==> src/rtl/calc_bcd_display.sv <==
// Accepts 8-bit calculator results, converts them to BCD with an iterative
// double-dabble engine and drives a multiplexed 7-segment display with blanking.
module calc_bcd_display #(
    parameter int unsigned SCAN_DIV = 1024
) (
    input  logic       clk,
    input  logic       rst_n,
    input  logic       ena,
    input  logic [7:0] result,
    input  logic       result_valid,
    output logic       result_ready,
    output logic       busy,
    output logic [6:0] seg,
    output logic [2:0] digit_sel
);

    localparam int unsigned SCAN_W = 16;
    localparam logic [SCAN_W-1:0] SCAN_LAST = SCAN_W'(SCAN_DIV - 1);

    // state  | meaning
    // S_IDLE | waiting for a result, ready follows ena
    // S_CONV | double-dabble running, one bit per enabled cycle
    typedef enum logic [0:0] {
        S_IDLE = 1'b0,
        S_CONV = 1'b1
    } state_t;

    state_t             state_q, state_d;
    logic [7:0]         shift_q, shift_d;
    logic [11:0]        scratch_q, scratch_d;
    logic [11:0]        disp_q, disp_d;
    logic [2:0]         step_q, step_d;
    logic [SCAN_W-1:0]  scan_cnt_q, scan_cnt_d;
    logic [1:0]         digit_idx_q, digit_idx_d;

    logic [11:0]        scratch_adj;
    logic [19:0]        dd_shifted;
    logic [3:0]         digit_val;
    logic               digit_blank;

    function automatic logic [6:0] seg7(input logic [3:0] d);
        logic [6:0] s;
        case (d)
            4'd0:    s = 7'h3F;
            4'd1:    s = 7'h06;
            4'd2:    s = 7'h5B;
            4'd3:    s = 7'h4F;
            4'd4:    s = 7'h66;
            4'd5:    s = 7'h6D;
            4'd6:    s = 7'h7D;
            4'd7:    s = 7'h07;
            4'd8:    s = 7'h7F;
            4'd9:    s = 7'h6F;
            default: s = 7'h00;
        endcase
        return s;
    endfunction

    always_comb begin
        scratch_adj = scratch_q;
        for (int i = 0; i < 3; i++) begin
            if (scratch_q[4*i +: 4] >= 4'd5) begin
                scratch_adj[4*i +: 4] = scratch_q[4*i +: 4] + 4'd3;
            end
        end
        // The top bit of the adjusted scratch is always 0 for 8-bit inputs.
        dd_shifted = {scratch_adj[10:0], shift_q, 1'b0};
    end

    always_comb begin
        state_d      = state_q;
        shift_d      = shift_q;
        scratch_d    = scratch_q;
        step_d       = step_q;
        disp_d       = disp_q;
        result_ready = 1'b0;
        busy         = 1'b0;

        case (state_q)
            S_IDLE: begin
                result_ready = ena;
                if (ena && result_valid) begin
                    shift_d   = result;
                    scratch_d = 12'h000;
                    step_d    = 3'd0;
                    state_d   = S_CONV;
                end
            end
            S_CONV: begin
                busy = 1'b1;
                if (ena) begin
                    scratch_d = dd_shifted[19:8];
                    shift_d   = dd_shifted[7:0];
                    step_d    = step_q + 3'd1;
                    if (step_q == 3'd7) begin
                        state_d = S_IDLE;
                        disp_d  = dd_shifted[19:8];
                    end
                end
            end
            default: state_d = S_IDLE;
        endcase
    end

    always_comb begin
        scan_cnt_d  = scan_cnt_q;
        digit_idx_d = digit_idx_q;
        if (ena) begin
            if (scan_cnt_q == SCAN_LAST) begin
                scan_cnt_d  = '0;
                digit_idx_d = (digit_idx_q == 2'd2) ? 2'd0 : digit_idx_q + 2'd1;
            end else begin
                scan_cnt_d = scan_cnt_q + SCAN_W'(1);
            end
        end
    end

    // Decoded purely from registers so digit_sel and seg switch together.
    always_comb begin
        digit_sel   = 3'b001;
        digit_val   = disp_q[3:0];
        digit_blank = 1'b0;
        case (digit_idx_q)
            2'd1: begin
                digit_sel   = 3'b010;
                digit_val   = disp_q[7:4];
                digit_blank = (disp_q[11:4] == 8'h00);
            end
            2'd2: begin
                digit_sel   = 3'b100;
                digit_val   = disp_q[11:8];
                digit_blank = (disp_q[11:8] == 4'h0);
            end
            default: begin
                digit_sel   = 3'b001;
                digit_val   = disp_q[3:0];
                digit_blank = 1'b0;
            end
        endcase
        seg = digit_blank ? 7'h00 : seg7(digit_val);
    end

    always_ff @(posedge clk or negedge rst_n) begin
        if (!rst_n) begin
            state_q     <= S_IDLE;
            shift_q     <= 8'h00;
            scratch_q   <= 12'h000;
            step_q      <= 3'd0;
            disp_q      <= 12'h000;
            scan_cnt_q  <= '0;
            digit_idx_q <= 2'd0;
        end else begin
            state_q     <= state_d;
            shift_q     <= shift_d;
            scratch_q   <= scratch_d;
            step_q      <= step_d;
            disp_q      <= disp_d;
            scan_cnt_q  <= scan_cnt_d;
            digit_idx_q <= digit_idx_d;
        end
    end

endmodule

==> config.mk <==
export PLATFORM = sky130hd
export DESIGN_NAME = calc_bcd_display
export DESIGN_NICKNAME = d
export VERILOG_FILES = /design/src/rtl/calc_bcd_display.sv
export SDC_FILE = /design/constraint.sdc
export NUM_CORES = 1
export LEC_CHECK = 0
export ABC_AREA = 0
export BUFFER_PORTS_ARGS = -buffer_cell sky130_fd_sc_hd__buf_2
export CELL_PAD_IN_SITES_DETAIL_PLACEMENT = 1
export CELL_PAD_IN_SITES_GLOBAL_PLACEMENT = 1
export CORE_MARGIN = 4
export CORE_UTILIZATION = 35
export CTS_BUF_LIST = sky130_fd_sc_hd__clkbuf_2
export DETAILED_ROUTE_END_ITERATION = 10
export PLACE_DENSITY = 0.67
export SKIP_CTS_REPAIR_TIMING = 1
export SYNTH_ARGS = -nofsm -noshare
export SYNTH_HDL_FRONTEND = slang
export SYNTH_SLANG_ARGS = --single-unit
==> constraint.sdc <==
create_clock -name clk -period 3.1 [get_ports clk]
set_input_delay 0.31 -clock clk [delete_from_list [all_inputs] [get_ports clk]]
set_output_delay 0.31 -clock clk [all_outputs]
set_load 0.02 [all_outputs]
Word level (Yosys, flattened, before mapping)
Memories as Yosys holds them, arrays and structs flattened.
Cells that the tools add are included.

cells by class
  bitwise operators = 1
  reduce and logical (&&, ||, !) cells = 6
  magnitude comparators = 3
  add/subtract/negate cells = 6
  equal/unequal tests = 6
  muxes and demuxes = 24

operator list
  operator               number
  $mux 12                2
  $pmux 12 s2            1
  $add 16x1->16 const B  1
  $eq 16x10->1 const B   1
  $mux 16                1
  $mux 8                 2
  $pmux 8 s2             1
  $ge 4x3->1 const B     3
  $pmux 3 s2             2
  $mux 3                 3
  $add 4x2->4 const B    2
  $logic_not 8->1        1
  $mux 4                 2
  $pmux 4 s2             1
  $mux 7                 1
  $mux 1                 5
  $logic_not 4->1        1
  $ne 2x2->1 const B     2
  $pmux 1 s2             2
  $reduce_and 2->1       2
  $add 3x1->3 const B    1
  $add 3x2->3 const B    1
  $eq 3x3->1 const B     1
  $reduce_and 3->1       1
  other kinds (6)        6

word-level totals
  bits in read-only memories = 112
  register bits = 54
  memories kept = 1
  output and inout bits = 12
  bits of input ports = 12

memories
  memory            depth  bits a word  rd ports  clocked after memory_dff  write ports  RTL line  text
  (name not given)  16     7            1         0                         0            43        case (d)

Longest topological paths before layout
  depth in word-level cells = 4
  gate-level depth with buffers = 9
  gate-level depth less buffers = 9

Worst setup path before layout
OpenSTA, ideal clock, no wires.

  path kind = reg2out
  from = register digit_idx_q[0]
  to = output port seg[3]
  cell stages (with the launch flop) = 9
  setup slack = 0.335 ns
  data required time = 2.790 ns
  path buffers = 1
  data arrival time = 2.455 ns
  cell sequence = dfrtp_1 > inv_1 > ha_1 > buf_4 > mux2i_2 > inv_1 > ha_1 > mux2_2 > a211oi_1

between the ends
  longest elaborated chain between the ends = 4

ends and longest elaborated chain
  element                                   RTL line  text
  start: declaration                        34        logic [1:0] digit_idx_q, digit_idx_d;
  start signal: assignment                  159       digit_idx_q <= digit_idx_d;
  $eq 2x2->1 or $eq 2x1->1 (tied branches)  123       case (digit_idx_q)
  $pmux 4 s2                                123
  $mem_v2 16x7                              --
  $mux 7 (*)                                140       seg = digit_blank ? 7'h00 : seg7(digit_val);
  end: declaration                          13        output logic [6:0] seg,

Every way passes the cells marked *; elsewhere a longest branch is shown, timed or not.

Worst setup path in the final report
Ends and elaborated chain as after synthesis.

==> results by group <==
STA
  – Worst slew pin tran: 0.735 ns
  – Slew Viols, Final: 0
  – FMAX: 0.331 GHz
  – Hold_ws: 0.125 ns
  – Final critical-path share of the clock period: 97.5%
  – Worst relative slew slack: 50.9%
  – RSZ-0062 raised after global routing: yes
  – Min Tclk post-route: 3.02 ns
  – Setup violators final: 0
  – Clk_skew: 0.0247 ns
  – Final hold violations: 0

Detailed routing
  – 1st-iter DRT viols: 75
  – Vias per Instance: 4.99
  – Final WL: 6.33 mm
  – DRC errors left: 0
  – WL per Instance: 14.5 um
  – Via count: 2177
  – Drt first pass iters: 3
  – DRT antenna net count: 0

Synthesis
  – Synth top area cells: dfrtp_1, ha_1, o21ai_0, nand2_1, xnor2_1
  – Cell taking the most area after synthesis: dfrtp_1
  – Sequential cell area fraction in the yosys report: 45.6%
  – Post-synth top area share: 45.6%
  – Yosys reg bits: 54
  – Synthesized netlist cell count: 297
  – Syn avg cell area: 9.99 um2
  – Cell Area, Synth: 2970 um2
  – Yosys warnings: 0
  – Distinct cell type count after synthesis: 44
  – Syn_nets: 328

Clock network
  – CTS buffer count: 5
  – CTS tree: done
  – Htree depth: 2
  – Clock insertion delay at the later pin of the skew report: 0.45 ns
  – Clock transition at the registers of the reported paths: 0.29 ns
  – Longest Clk Path Bufs: 2
  – Sink Count: 54
  – CTS Root Cell: clkbuf_2

Placement
  – Dpl cell area: 3190 um2
  – Placed insts: 418
  – Port bufs: 23
  – Detailed Place HPWL: 4.51 mm
  – Final RePlAce weighted congestion: 0.766

Status
  – Status: complete, no violations

Worst setup path
  – Worst path arrival time: 2.71 ns
  – Worst endpoint required time: 2.79 ns
  – Crit start category: register
  – Crit Path Max Fanout: 5
  – Crit end category: output pin
  – Worst reg-to-reg setup slack: 1.23 ns
  – Kind of critical path: register to output pin

Cells and area
  – Synth-to-Final Area Change: 14.8%
  – Highest-count cells in the layout ignoring fill and taps: dfrtp_1, nand2_1, o21ai_0
  – # diodes: 0
  – Final core occ: 41.4%
  – Fin nets: 361
  – Ratio of cells with drive above 1 in the final layout: 21.1%
  – Final Instance Area: 3400 um2
  – Most common cell after layout, fill and taps aside: dfrtp_1
  – Post-Layout Cell Count: 436
  – Fill count: 932

GRT
  – Vias in the first global route: 2243
  – First-pass GRT wire length: 10.8 mm
  – GR peak layer: met2
  – GR Util met3: 2.99%
  – Overall Global Routing Usage: 13.2%
  – Initial antenna violation count: 0
  – Met2 Track Usage GR: 20.7%
  – GRT Residual Overflow: 0
  – Pin count of the biggest net entering global routing: 34
  – Met1 Usage GRT: 18.4%

Floorplanning
  – # IOs: 24
  – Initial core utilization: 36.1%
  – Row count: 33
  – Die Footprint: 10000 um2
  – Placeable Area: 8220 um2
  – Width of the die: 100 um
  – Die Ht: 100 um

Min path
  – Worst min-delay path class: primary input to register

Pwr
  – Pwr dens: 815 nW/um2
  – Leakage: 1.51 nW
  – VDD IR-drop max: 0.000276 V
  – Final total power: 2.78 mW

Flow run
  – Maxcap violations: 0
[report_power, final]
part           switching [mW]  leakage, nW  internal (mW)  total, mW
combinational           0.695        0.772          0.590       1.29
clock                   0.229       0.0410          0.137      0.366
sequential              0.205        0.701          0.920       1.13
[kinds of logic after synthesis]
family	Yosys count	synth area share, %
xor gates and xnor gates	17	5.02
buffers and inverters	26	3.54
and+or+nand+nor	90	15.7
adders and majority gates	19	8.01
muxes	20	7.93
AOI/OAI and AO/OA	71	14.2
DFF	54	45.6
[Yosys cell counts (all sizes together)]
library cell   n
a22o           3
o211ai         2
o22ai          2
nor2b          1
a21boi         1
xor2           2
a21oi         12
a21o           1
a211oi         2
a22oi          1
nand2         40
nor2          11
o21a           1
nand2b         6
a32o           3
dfrtp         54
nor3b          4
mux2           9
o21ba          1
nor4           6
nand3         11
xnor2         15
nor3           6
nand4          3
clkbuf         6
o21ai         38
and3           2
ha            19
o32ai          1
mux2i         11
buf            5
a31oi          1
inv           15
a311oi         2
[per-stage QoR]
step           setup slack [ns]  setup TNS, ns
2_1_floorplan             0.335              0
6_report                 0.0762              0
3_5_place_dp              0.296              0
5_1_grt                 -0.0618         -0.171
3_3_place_gp              0.492              0
4_1_cts                  -0.292         -0.793
[sequential cells by signal, indices dropped and copies added, names as in the netlist]
register,cells
step_q,3
shift_q,8
scratch_q,12
digit_idx_q,2
state_q,1
disp_q,12
scan_cnt_q,16
[worst paths after layout]
check / cells past startpoint / endpoint / startpoint
setup / recovery: 9 / seg[3] / digit_idx_q[0]
hold / removal: 3 / shift_q[4] / result[4]
setup reg to reg: 4 / digit_idx_q[1] / scan_cnt_q[12]
hold reg to reg: 1 / scan_cnt_q[15] / scan_cnt_q[15]
max in group asynchronous: 3 / scratch_q[11] / rst_n
min in group asynchronous: 2 / shift_q[1] / rst_n
[per-layer routing]
| metal | wire (um) | vias to the layer above |
|---|---|---|
| li1 | - | 1101 |
| met1 | 3130 | 1046 |
| met2 | 2930 | 23 |
| met3 | 193 | 7 |
| met4 | 72 | 0 |
| met5 | 0 | - |
[worst max-delay path, cell delays in order (launching register included)]
cell      delay (ns)
dfrtp_1         0.45
buf_4           0.15
ha_2            0.20
a22o_1          0.23
mux2i_4         0.23
buf_4           0.17
ha_4            0.20
mux2_2          0.27
a211oi_2        0.19
buf_4           0.17
[layout make-up]
class	count	area (um2)	share of cell area, %
Multi-Input combinational cell	217	1570	46.1
Clock inverter	3	42.5	1.25
Inverter	15	56.3	1.65
Sequential cell	54	1350	39.7
Tap cell	105	131	3.86
Clock buffer	5	25.0	0.735
Timing Repair Buffer	37	228	6.69
(Power assumes the default switching activity.)
